`src/rtl/risc_mc_controller.sv`:
```
// Multi-cycle control sequencer for the RISC-V core: walks each instruction through
// fetch/decode/execute/memory/writeback, drives datapath selects and strobes, counts retirements.
module risc_mc_controller #(
  parameter int CNT_W = 32
) (
  input  logic             clk,
  input  logic             reset,
  input  logic [6:0]       opcode,
  input  logic [2:0]       funct3,
  input  logic             funct7b5,
  input  logic             zero,
  input  logic             mem_ready,
  output logic             pc_write,
  output logic             ir_write,
  output logic             adr_src,
  output logic             mem_read,
  output logic             mem_write,
  output logic             reg_write,
  output logic [1:0]       alu_src_a,
  output logic [1:0]       alu_src_b,
  output logic [1:0]       result_src,
  output logic [2:0]       alu_ctrl,
  output logic             trap,
  output logic [CNT_W-1:0] instret,
  output logic [3:0]       state_o
);

  typedef enum logic [3:0] {
    S_FETCH    = 4'd0,
    S_DECODE   = 4'd1,
    S_MEMADR   = 4'd2,
    S_MEMREAD  = 4'd3,
    S_MEMWB    = 4'd4,
    S_MEMWRITE = 4'd5,
    S_EXECR    = 4'd6,
    S_EXECI    = 4'd7,
    S_ALUWB    = 4'd8,
    S_JAL      = 4'd9,
    S_BEQ      = 4'd10,
    S_TRAP     = 4'd11
  } state_t;

  state_t state, state_nx;
  logic   retire;

  function automatic logic [2:0] alu_decode(input logic [2:0] f3, input logic is_r,
                                            input logic f7b5);
    case (f3)
      3'b000:  return (is_r && f7b5) ? 3'b001 : 3'b000;
      3'b010:  return 3'b101;
      3'b110:  return 3'b011;
      3'b111:  return 3'b010;
      default: return 3'b000;
    endcase
  endfunction

  always_ff @(posedge clk) begin
    if (reset) begin
      state   <= S_FETCH;
      instret <= '0;
    end else begin
      state <= state_nx;
      if (retire) instret <= instret + CNT_W'(1);
    end
  end

  always_comb begin
    state_nx   = state;
    retire     = 1'b0;
    pc_write   = 1'b0;
    ir_write   = 1'b0;
    adr_src    = 1'b0;
    mem_read   = 1'b0;
    mem_write  = 1'b0;
    reg_write  = 1'b0;
    alu_src_a  = 2'b00;
    alu_src_b  = 2'b00;
    result_src = 2'b00;
    alu_ctrl   = 3'b000;
    case (state)
      S_FETCH: begin
        mem_read   = 1'b1;
        alu_src_b  = 2'b10;
        result_src = 2'b10;
        ir_write   = mem_ready;
        pc_write   = mem_ready;
        if (mem_ready) state_nx = S_DECODE;
      end
      S_DECODE: begin
        alu_src_a = 2'b01;
        alu_src_b = 2'b01;
        case (opcode)
          7'b0000011, 7'b0100011: state_nx = S_MEMADR;
          7'b0110011:             state_nx = S_EXECR;
          7'b0010011:             state_nx = S_EXECI;
          7'b1101111:             state_nx = S_JAL;
          7'b1100011:             state_nx = S_BEQ;
          default:                state_nx = S_TRAP;
        endcase
      end
      S_MEMADR: begin
        alu_src_a = 2'b10;
        alu_src_b = 2'b01;
        state_nx  = opcode[5] ? S_MEMWRITE : S_MEMREAD;
      end
      S_MEMREAD: begin
        adr_src  = 1'b1;
        mem_read = 1'b1;
        if (mem_ready) state_nx = S_MEMWB;
      end
      S_MEMWRITE: begin
        adr_src   = 1'b1;
        mem_write = 1'b1;
        if (mem_ready) begin
          state_nx = S_FETCH;
          retire   = 1'b1;
        end
      end
      S_MEMWB: begin
        result_src = 2'b01;
        reg_write  = 1'b1;
        state_nx   = S_FETCH;
        retire     = 1'b1;
      end
      S_EXECR: begin
        alu_src_a = 2'b10;
        alu_ctrl  = alu_decode(funct3, 1'b1, funct7b5);
        state_nx  = S_ALUWB;
      end
      S_EXECI: begin
        alu_src_a = 2'b10;
        alu_src_b = 2'b01;
        alu_ctrl  = alu_decode(funct3, 1'b0, funct7b5);
        state_nx  = S_ALUWB;
      end
      S_ALUWB: begin
        reg_write = 1'b1;
        state_nx  = S_FETCH;
        retire    = 1'b1;
      end
      S_JAL: begin
        alu_src_a = 2'b01;
        alu_src_b = 2'b10;
        pc_write  = 1'b1;
        state_nx  = S_ALUWB;
      end
      S_BEQ: begin
        alu_src_a = 2'b10;
        alu_ctrl  = 3'b001;
        pc_write  = zero;
        state_nx  = S_FETCH;
        retire    = 1'b1;
      end
      S_TRAP:  state_nx = S_TRAP;
      default: state_nx = S_FETCH;
    endcase
    // Reset kills every write/request strobe immediately, before the state register clears.
    if (reset) begin
      pc_write  = 1'b0;
      ir_write  = 1'b0;
      mem_read  = 1'b0;
      mem_write = 1'b0;
      reg_write = 1'b0;
    end
  end

  assign trap    = (state == S_TRAP);
  assign state_o = state;

endmodule

```
`config.mk`:
```
export PLATFORM = sky130hd
export DESIGN_NAME = risc_mc_controller
export DESIGN_NICKNAME = d
export VERILOG_FILES = /design/src/rtl/risc_mc_controller.sv
export SDC_FILE = /design/constraint.sdc
export NUM_CORES = 1
export LEC_CHECK = 0
export CAP_MARGIN = 0
export CORE_MARGIN = 4
export CORE_UTILIZATION = 35
export DETAILED_ROUTE_END_ITERATION = 8
export GPL_TIMING_DRIVEN = 0
export PLACE_DENSITY_LB_ADDON = 0.15
export SETUP_SLACK_MARGIN = 0.02
export SLEW_MARGIN = 20
export SYNTH_ARGS = -nofsm -noshare
export SYNTH_HDL_FRONTEND = slang
export SYNTH_SLANG_ARGS = --single-unit
export TNS_END_PERCENT = 50
```
`constraint.sdc`:
```
create_clock -name clk -period 2.67 [get_ports clk]
set_input_delay 0.801 -clock clk [delete_from_list [all_inputs] [get_ports clk]]
set_output_delay 0.801 -clock clk [all_outputs]
set_load 0.02 [all_outputs]
```
Word level (Yosys, flattened, before mapping) --
Cells that the tools add are included.
Word-level totals: register bits 36, bits of input ports 15, output and inout bits 52, word-level logic and storage cells 65
Operators by class: $add $sub $neg 1, equal/unequal tests 23, muxes and demuxes 26, reductions and logical operators 13
Operator list (number):
- 32-bit by 1-bit adder with 32-bit output, second input constant | 1
- 4-bit one-hot mux with 7 select lines | 1
- 4-bit one-hot mux with 5 select lines | 1
- 3-bit one-hot mux with 3 select lines | 2
- 4-bit by 3-bit equality test with 1-bit output, second input constant | 4
- 4-bit equality test, second input constant | 4
- 7-bit by 6-bit equality test with 1-bit output, second input constant | 2
- 7-bit equality test, second input constant | 2
- 1-bit two-way mux | 12
- 4-bit two-way mux | 3
- 2-bit one-hot mux with 2 select lines | 3
- 3-bit one-hot mux with 4 select lines | 1
- 2-bit OR reduction | 6
- 3-bit OR reduction | 3
- 4-bit by 2-bit equality test with 1-bit output, second input constant | 2
- 7-bit by 2-bit equality test with 1-bit output, second input constant | 1
- 7-bit by 5-bit equality test with 1-bit output, second input constant | 1
- 3-bit equality test, second input constant | 2
- 2-bit != test, second input constant | 3
- 4-bit by 1-bit equality test with 1-bit output, second input constant | 1
- 4-bit logical NOT | 1
- 4-bit OR reduction | 1
- 3-bit by 2-bit equality test with 1-bit output, second input constant | 1
- 3-bit logical NOT | 1
- other kinds (4) | 4

Logic depth before layout (Yosys ltp) --
Gate-level depths: netlist of run 1.
depth in word-level cells 4, gate-level depth with buffers 7, gate-level depth less buffers 5

Worst setup path before layout of run 1 --
No wires, ideal clock.
path kind register to output, from register state[0], in the netlist state_o[0], to output ir_write, arrival time 1.945 ns, data required time 1.869 ns, setup slack -0.076 ns, stages on the path, launching flop included 5, path buffers 2, cells stage by stage dfxtp_1 -> clkbuf_1 -> clkbuf_1 -> nor4_1 -> and3b_1
On the way: longest elaborated chain between the ends 3
Ends and longest elaborated chain:
- start, declared | RTL line 43 | state_t state, state_nx;
- start signal, assigned | RTL line 62 | state <= state_nx;
- 4-bit logical NOT | RTL line 80 | case (state)
- 1-bit two-way mux | RTL line 80
- 1-bit two-way mux | RTL line 158 | if (reset) begin
- end, declared | RTL line 14 | output logic ir_write,
Every way passes these cells.

Final worst setup path of run 1 --
from input mem_ready, to output pc_write
On the way: longest elaborated chain between the ends 2
Ends and longest elaborated chain:
- start, declared | RTL line 12 | input logic mem_ready,
- 1-bit one-hot mux with 3 select lines | RTL line 80
- 1-bit two-way mux | RTL line 158
- end, declared | RTL line 13 | output logic pc_write,
Every way passes these cells.

==> results of run 1 <==
-- logic make-up after synthesis --
family          synth area share, %
mux                            3.50
xor+xnor                       1.98
flops                          32.5
compound gates                 20.7
simple gates                   35.8
fa+ha+maj                     0.564
buf+inv                        4.97
-- layer usage --
metal / part of all wire [%] / GRT usage (%) / vias up
met1: 48 / 26.7 / 1146
met5: 0 / 0 / -
met2: 46 / 28.9 / 71
met4: 1.2 / 5.72 / 0
li1: - / - / 1222
met3: 5.0 / 3.57 / 10
-- cell usage in the layout, fill, tap and decap left out, drive strengths merged, types with 3 or more instances in the layout --
cell / instances
a32oi: 3
dfxtp: 36
nor4: 12
nor2b: 12
clkdlybuf4s50: 46
o31ai: 11
nand2: 16
nor2: 18
nand3: 13
or4: 12
and2: 3
and4: 6
or3: 12
dlygate4sd2: 12
mux2: 6
and3: 5
nor3: 3
o21ai: 13
xnor2: 3
nand2b: 3
a21oi: 30
buf: 12
inv: 7
clkbuf: 21
nand4: 9
-- sequential cells by signal (all words and copies together) (netlist names) --
name and cells:
state_o 4, instret 32
-- what timing repair did --
| action | CTS | global route |
|---|---|---|
| gates resized for setup | 52 | 13 |
| endpoints found under the setup margin | 42 | 13 |
| pin swaps | 1 | 1 |
| hold buffers | 0 | 0 |
-- stage by stage --
stage / instances / worst slack (ns)
floorplan: 283 / -0.0611
finish: 430 / -0.0134
global route: 430 / -0.121
CTS: 430 / -0.0110
detailed placement: 423 / -0.993
global placement: 423 / -1.01
-- final cells by class --
type                    instances  area (µm²)  share of cell area, %
well taps                      75        93.8                   3.04
clock buffers                   7        96.3                   3.12
flip-flops and latches         36         723                   23.4
repair buffers                 65         619                   20.1
multi-input cells             220        1420                   46.1
inverters                       7        26.3                  0.851
plain buffers                  20         106                   3.44
-- tightest hold or removal path, stage by stage (launching register included) --
cell     delay (ns)
dfxtp_1        0.33
o31ai_1        0.06
a21oi_1        0.06
-- final timing paths --
kind | from | end | slack (ns) | depth (start not counted)
worst max register to register | instret[2] | instret[22] | 0.24 | 5
worst min register to register | instret[21] | instret[21] | 0.49 | 2
worst min-delay path | instret[21] | instret[21] | 0.49 | 2
worst max-delay path | mem_ready | pc_write | -0.01 | 6
-- power breakdown --
group	switching [mW]	internal (mW)	total [mW]
Sequential	0.0279	0.555	0.583
Combinational	0.288	0.209	0.498
Clock	0.198	0.230	0.428
==> results.sh, run 1 <==
export IMPL_status="complete, but fails checks"
export IMPL_violations="negative setup slack"
export IMPL_synth_edff_count=0
export IMPL_place_congestion=0.820
export IMPL_die_h_um=87.6
export IMPL_finalWirelength_mm=6.81
export IMPL_cts_made_buffers=5
export IMPL_syn_nets=299
export IMPL_final_antenna_net_count=0
export IMPL_area_growth_synth_to_final_pct=39.3
export IMPL_cts_tree="done"
export IMPL_drive_gt1_share_pct=12.7
export IMPL_cp_cell_sequence="buf_4 > or3b_2 > a21oi_2 > a31oi_1 > nor3_1 > buf_4"
export IMPL_crit_family="simple AND/OR/NAND/NOR gates"
export IMPL_setup_violations_final=1
export IMPL_crit_path_end_kind="primary output"
export IMPL_ys_seq_area_share_pct=32.5
export IMPL_antenna_found_initial=0
export IMPL_core_um2=6030
export IMPL_synthTopCellsByArea="dfxtp_1 (33%), a21oi_1 (6.8%), o31ai_1 (3.7%)"
export IMPL_overflow=0
export IMPL_dp_hpwl_mm=4.99
export IMPL_start_kind="input pin"
export IMPL_ys_warnings_count=0
export IMPL_grt_max_degree=11
export IMPL_vias_per_cell=5.70
export IMPL_critPathRequiredTime_ns=1.87
export IMPL_hold_ws_ns=0.494
export IMPL_power_density_nw_per_um2=489
export IMPL_clock_path_buffers=2
export IMPL_hold_viol=0
export IMPL_tightest_slew_ns=0.497
export IMPL_finClkSkew_ns=0.00289
export IMPL_synthTopCellsByCount="dfxtp_1 (36), a21oi_1 (30), nor2_1 (18)"
export IMPL_die_x_um=87.6
export IMPL_critPathArrivalTime_ns=1.88
export IMPL_hp_class="reg -> reg"
export IMPL_max_freq_ghz=0.373
export IMPL_io_pins=67
export IMPL_die_area_um2=7670
export IMPL_syn_area_um2=2220
export IMPL_path_buf_inv=2
export IMPL_drcViolationCount=0
export IMPL_finalCritPeriodShare_pct=101
export IMPL_cap_violations=0
export IMPL_insertedDiodeCount=0
export IMPL_insertion_delay_ns=0.29
export IMPL_rows=28
export IMPL_fin_tns_setup_ns=-0.0134
export IMPL_netlist_area_leader_share_pct=32.5
export IMPL_worst_setup_path_type="in -> out"
export IMPL_syn_instance_count=283
export IMPL_clkSinkCount=36
export IMPL_place_area_um2=2970
export IMPL_routedWlPerCell_um=15.8
export IMPL_power_mw=1.51
export IMPL_cts_root_buf="clkbuf_8"
export IMPL_grt_pass1_wl_mm=11.6
export IMPL_ys_async_sr_fraction_pct=0
export IMPL_rsz0062_at_grt="true"
export IMPL_cts_clk_slew_worst_paths_ns=0.07
export IMPL_drt_iter0_markers=175
export IMPL_crit_slowest_cell="or3b_2"
export IMPL_vias=2449
export IMPL_synth_ff_type="dfxtp_1"
export IMPL_leakage_nw=1.07
export IMPL_first_pass_iters=4
export IMPL_nNetsFinal=371
export IMPL_initial_core_util_pct=36.8
export IMPL_port_buffers=65
export IMPL_crit_top_cell="buf_4"
export IMPL_fill_cells=605
export IMPL_synth_top_area_cell="dfxtp_1"
export IMPL_avgSynthCellArea_um2=7.83
export IMPL_final_util_pct=51.2
export IMPL_post_cts_buffers=0
export IMPL_vdd_drop_max_uv=229
export IMPL_postLayoutCellArea_um2=3090
export IMPL_slowest_delay_ns=0.46
export IMPL_htreeDepth=2
export IMPL_slew_headroom_pct=66.4
export IMPL_grtUsageTotal_pct=18.8
export IMPL_yosysUniqueCellTypes=50
export IMPL_finalCriticalPeriod_ns=2.68
export IMPL_worstPathMaxFanout=7
export IMPL_grt_pass1_vias=2332
export IMPL_ys_seq_elements=36
export IMPL_fin_ws_ns=-0.0134
export IMPL_drv_slew=0
export IMPL_yosysMostFrequentCell="dfxtp_1"
Note: power is estimated with default switching activity, not from simulation.
==> run 2: changes to the inputs <==
- CAP_MARGIN: 0 -> 15
- DONT_BUFFER_PORTS: unset -> 1
- HOLD_SLACK_MARGIN: unset -> 0.1
==> run 2 against run 1 <==
Effect of this change: critical endpoint is now alu_ctrl[2]; core utilization shrank 8.5 points; non-clock buffer count shrank 62; largest power group unchanged; critical path depth shrank 2; the run now ends clean; clock skew grew 0.0021 ns; combinational power shrank 15%; maximum frequency grew 4.4%; total power grew 0.66%; die area is the same; global-route usage shrank 0.76 points; worst setup slack gained 0.11 ns; final area shrank 17%.
==> results.sh, run 2 (synthesized netlist as in run 1, its figures left out) <==
export IMPL_rsz0062_at_grt="false"
export IMPL_dp_hpwl_mm=4.74
export IMPL_vias=2320
export IMPL_clock_path_buffers=2
export IMPL_fin_ws_ns=0.101
export IMPL_crit_family="simple AND/OR/NAND/NOR gates"
export IMPL_finalCritPeriodShare_pct=96.2
export IMPL_cts_root_buf="clkbuf_8"
export IMPL_routedWlPerCell_um=18.6
export IMPL_grt_max_degree=12
export IMPL_place_congestion=0.821
export IMPL_initial_core_util_pct=36.8
export IMPL_power_density_nw_per_um2=590
export IMPL_die_h_um=87.6
export IMPL_crit_path_end_kind="primary output"
export IMPL_critPathArrivalTime_ns=1.77
export IMPL_first_pass_iters=5
export IMPL_status="finished, final reports clean"
export IMPL_crit_slowest_cell="dfxtp_2"
export IMPL_slew_headroom_pct=58.0
export IMPL_drcViolationCount=0
export IMPL_layout_common_cells="dfxtp_1 (31), a21oi_1 (29), nand2_1 (16), nor2_1 (16)"
export IMPL_drv_slew=0
export IMPL_cts_tree="done"
export IMPL_fin_tns_setup_ns=0
export IMPL_final_antenna_net_count=0
export IMPL_grt_pass1_vias=2098
export IMPL_htreeDepth=2
export IMPL_insertion_delay_ns=0.29
export IMPL_leakage_nw=0.821
export IMPL_multiInputGateArea_um2=1470
export IMPL_fill_cells=619
export IMPL_core_um2=6030
export IMPL_setup_violations_final=0
export IMPL_path_buf_inv=2
export IMPL_largest_reg_flops=32
export IMPL_grt_pass1_wl_mm=11.0
export IMPL_nNetsFinal=309
export IMPL_finalCriticalPeriod_ns=2.57
export IMPL_critPathRequiredTime_ns=1.87
export IMPL_area_growth_synth_to_final_pct=16.1
export IMPL_start_kind="flop"
export IMPL_largest_register="instret"
export IMPL_tightest_slew_ns=0.626
export IMPL_cap_violations=0
export IMPL_grtUsageTotal_pct=18.0
export IMPL_dp_worst_setup_slack_ns=-0.400
export IMPL_cts_hold_buf=0
export IMPL_clkSinkCount=36
export IMPL_seq_area_um2=732
export IMPL_vdd_drop_max_uv=315
export IMPL_drt_iter0_markers=165
export IMPL_die_x_um=87.6
export IMPL_worstPathMaxFanout=10
export IMPL_hp_class="reg -> reg"
export IMPL_layout_commonest_cell="dfxtp_1"
export IMPL_drive_gt1_share_pct=17.7
export IMPL_worst_setup_path_type="reg -> out"
export IMPL_hold_viol=0
export IMPL_antenna_found_initial=0
export IMPL_max_freq_ghz=0.389
export IMPL_die_area_um2=7670
export IMPL_rows=28
export IMPL_power_mw=1.52
export IMPL_cts_made_buffers=5
export IMPL_finClkSkew_ns=0.00499
export IMPL_overflow=0
export IMPL_finalWirelength_mm=6.87
export IMPL_slowest_delay_ns=0.44
export IMPL_io_pins=67
export IMPL_cts_clk_slew_worst_paths_ns=0.08
export IMPL_vias_per_cell=6.29
export IMPL_port_buffers=0
export IMPL_cp_cell_sequence="buf_4 > clkbuf_2 > nand2_1 > nor4b_4"
export IMPL_insertedDiodeCount=0
[run 2: worst register-to-register path, stage by stage (launching register included)]
cell,delay [ns]
dfxtp_1,0.55
nand4_2,0.22
or4_4,0.59
buf_2,0.20
nor4_1,0.36
mux2_2,0.37
[run 2: final cells by class]
class                      instances  area share (%)
clock buffer                       6            2.82
buffer                            20            4.76
tap                               75            3.64
timing repair buffer               3           0.875
sequential                        36            28.4
multi-input combinational        220            57.1
inverter                           7            1.02
clock inverter                     2            1.36
[run 2: worst paths after layout]
path | from | to | slack (ns) | cells after the start
worst min-delay path | instret[2] | instret[2] | 0.59 | 2
worst max-delay path | state_o[1] | alu_ctrl[2] | 0.10 | 4
worst max register to register | instret[4] | instret[29] | 0.27 | 5
worst min register to register | instret[2] | instret[2] | 0.59 | 2
[run 2: stage by stage]
step | utilization [%] | area [µm²] | instances | hold WS, ns
after floorplan | - | 2220 | 283 | 0.559
after global placement | 38.5 | 2320 | 358 | 0.593
after detailed placement | 38.5 | 2320 | 358 | 0.597
after CTS | 42.4 | 2550 | 369 | 0.613
after global routing | 42.7 | 2570 | 369 | 0.644
final | 42.7 | 2570 | 369 | 0.592
[run 2: timing repair]
action	4_1_cts	5_1_grt
setup endpoints to repair	33	26
buffers inserted	3	0
gates resized for setup	31	11
pin swaps	2	2
[run 2: report_power, final]
group	switching [mW]	total (mW)	internal [mW]
combinational	0.266	0.424	0.158
sequential	0.0541	0.613	0.558
clock	0.205	0.482	0.277
total	0.525	1.52	0.994
[run 2: per-layer routing]
layer | track usage [%] | routed length, µm | vias to the layer above | share of wire, %
li1 | - | - | 1100 | -
met1 | 23.6 | 3000 | 1109 | 44
met2 | 28.6 | 3260 | 100 | 47
met3 | 6.02 | 554 | 11 | 8.1
met4 | 4.74 | 63 | 0 | 0.92
met5 | 0 | 0 | - | 0
==> run 3: changes to the inputs <==
- CORE_UTILIZATION: 35 -> 36
==> run 3 against run 2 <==
Effect of this change: maximum frequency decreased by 0.12%; total power down 7.4%; critical path depth unchanged; via count decreased by 2.3%; critical path type unchanged; critical endpoint is now ir_write; largest cell class unchanged.
==> results.sh, run 3 (synthesized netlist as in run 1, its figures left out) <==
export IMPL_status="finished, final reports clean"
export IMPL_cts_tree="done"
export IMPL_final_antenna_net_count=0
export IMPL_critPathArrivalTime_ns=1.77
export IMPL_grt_pass1_vias=2160
export IMPL_crit_path_end_kind="primary output"
export IMPL_power_frac_comb_pct=30.1
export IMPL_path_buf_inv=2
export IMPL_grt_max_degree=11
export IMPL_place_congestion=0.839
export IMPL_worstPathMaxFanout=10
export IMPL_clkSinkCount=36
export IMPL_finClkSkew_ns=0.00435
export IMPL_postLayoutCellArea_um2=2540
export IMPL_fill_cells=626
export IMPL_routedWlPerCell_um=18.8
export IMPL_start_kind="flop"
export IMPL_cts_root_buf="clkbuf_8"
export IMPL_overflow=0
export IMPL_core_um2=5960
export IMPL_place_area_um2=2320
export IMPL_p_int_uw=899
export IMPL_cts_clk_slew_worst_paths_ns=0.07
export IMPL_insertedDiodeCount=0
export IMPL_seq_area_um2=733
export IMPL_grtUsageTotal_pct=18.6
export IMPL_layout_common_cells="dfxtp_1 (32), a21oi_1 (29), nor2_1 (18)"
export IMPL_worst_setup_path_type="reg -> out"
export IMPL_cts_made_buffers=5
export IMPL_die_x_um=86.5
export IMPL_tightest_slew_ns=0.634
export IMPL_largest_reg_flops=32
export IMPL_critPathRequiredTime_ns=1.87
export IMPL_initial_core_util_pct=37.2
export IMPL_rsz0062_at_grt="false"
export IMPL_finalCriticalPeriod_ns=2.57
export IMPL_finalWirelength_mm=6.93
export IMPL_drv_slew=0
export IMPL_vias=2267
export IMPL_dp_worst_setup_slack_ns=-0.435
export IMPL_slowest_delay_ns=0.40
export IMPL_power_mw=1.41
export IMPL_io_pins=67
export IMPL_vdd_drop_max_uv=357
export IMPL_htreeDepth=2
export IMPL_leakage_nw=0.804
export IMPL_p_seq_share_pct=43.8
export IMPL_switching_share_pct=36.0
export IMPL_setup_violations_final=0
export IMPL_die_h_um=86.5
export IMPL_drcViolationCount=0
export IMPL_drive_gt1_share_pct=16.0
export IMPL_cts_hold_buf=0
export IMPL_first_pass_iters=4
export IMPL_dp_hpwl_mm=4.79
export IMPL_die_area_um2=7480
export IMPL_power_switching_uw=507
export IMPL_power_density_nw_per_um2=553
export IMPL_fin_ws_ns=0.0975
export IMPL_hold_viol=0
export IMPL_layout_commonest_cell="dfxtp_1"
export IMPL_insertion_delay_ns=0.28
export IMPL_port_buffers=0
export IMPL_vias_per_cell=6.16
export IMPL_crit_family="simple AND/OR/NAND/NOR gates"
export IMPL_antenna_found_initial=0
export IMPL_finalCritPeriodShare_pct=96.3
export IMPL_cp_cell_sequence="clkbuf_8 > clkbuf_4 > nor4_4 > and3b_1"
export IMPL_drt_iter0_markers=185
export IMPL_clock_path_buffers=2
export IMPL_largest_register="instret"
export IMPL_nNetsFinal=309
export IMPL_max_freq_ghz=0.389
export IMPL_hp_class="reg -> reg"
export IMPL_slew_headroom_pct=57.4
export IMPL_multiInputGateArea_um2=1470
export IMPL_rows=28
export IMPL_fin_tns_setup_ns=0
export IMPL_cap_violations=0
export IMPL_crit_slowest_cell="nor4_4"
export IMPL_power_frac_clock_pct=26.1
export IMPL_grt_pass1_wl_mm=11.3
export IMPL_area_growth_synth_to_final_pct=14.7
## run 3: cell count changes in the layout (fill, tap and decap cells not counted), sizes merged
| cell | change |
|---|---|
| bufinv | -1 |
| clkbuf | -1 |
| buf | +1 |
## run 3: final timing paths
path | from | end | slack, ns | cells past startpoint
worst max-delay path | state_o[0] | ir_write | 0.1 | 4
worst min-delay path | instret[25] | instret[25] | 0.60 | 2
worst max register to register | instret[2] | instret[19] | 0.18 | 6
worst min register to register | instret[25] | instret[25] | 0.60 | 2
## run 3: stage by stage
stage	utilization (%)	hold slack, ns	cells
after floorplan	-	0.559	283
after global placement	38.9	0.585	358
after detailed placement	38.9	0.589	358
after CTS	42.2	0.601	368
after global routing	42.7	0.631	368
final	42.7	0.602	368
## run 3: timing repair
action	4_1_cts	5_1_grt
pin swaps	3	2
setup buffers	3	0
setup endpoints to repair	23	26
gates resized for setup	29	12
## run 3: power by group through the flow
stage          clock network [mW]  registers [mW]  logic (mW)
3_3_place_gp                    0           0.616       0.344
4_1_cts                     0.378           0.610       0.411
6_report                    0.367           0.616       0.423
3_5_place_dp                    0           0.616       0.345
2_1_floorplan                   0           0.605       0.287
5_1_grt                     0.401           0.620       0.461
## run 3: layout make-up
type                       instances  share of cell area [%]
clock buffer                       6                    2.85
timing repair buffer               3                   0.886
sequential                        36                    28.8
buffer                            20                    4.87
inverter                           7                    1.03
tap                               75                    3.69
clock inverter                     1                   0.197
multi-input combinational        220                    57.6
## run 3: worst min-delay path, stage by stage, from the launching register on
cell	delay [ns]
dfxtp_1	0.40
o31ai_1	0.10
a21oi_1	0.06
## run 3: metal layers
layer  vias to the layer above  track usage (%)  part of all wire (%)
met5                         -                0                     0
li1                       1101                -                     -
met2                        73             29.6                    47
met4                         0             2.97                  0.65
met1                      1089             26.2                    45
met3                         4             4.47                   7.1
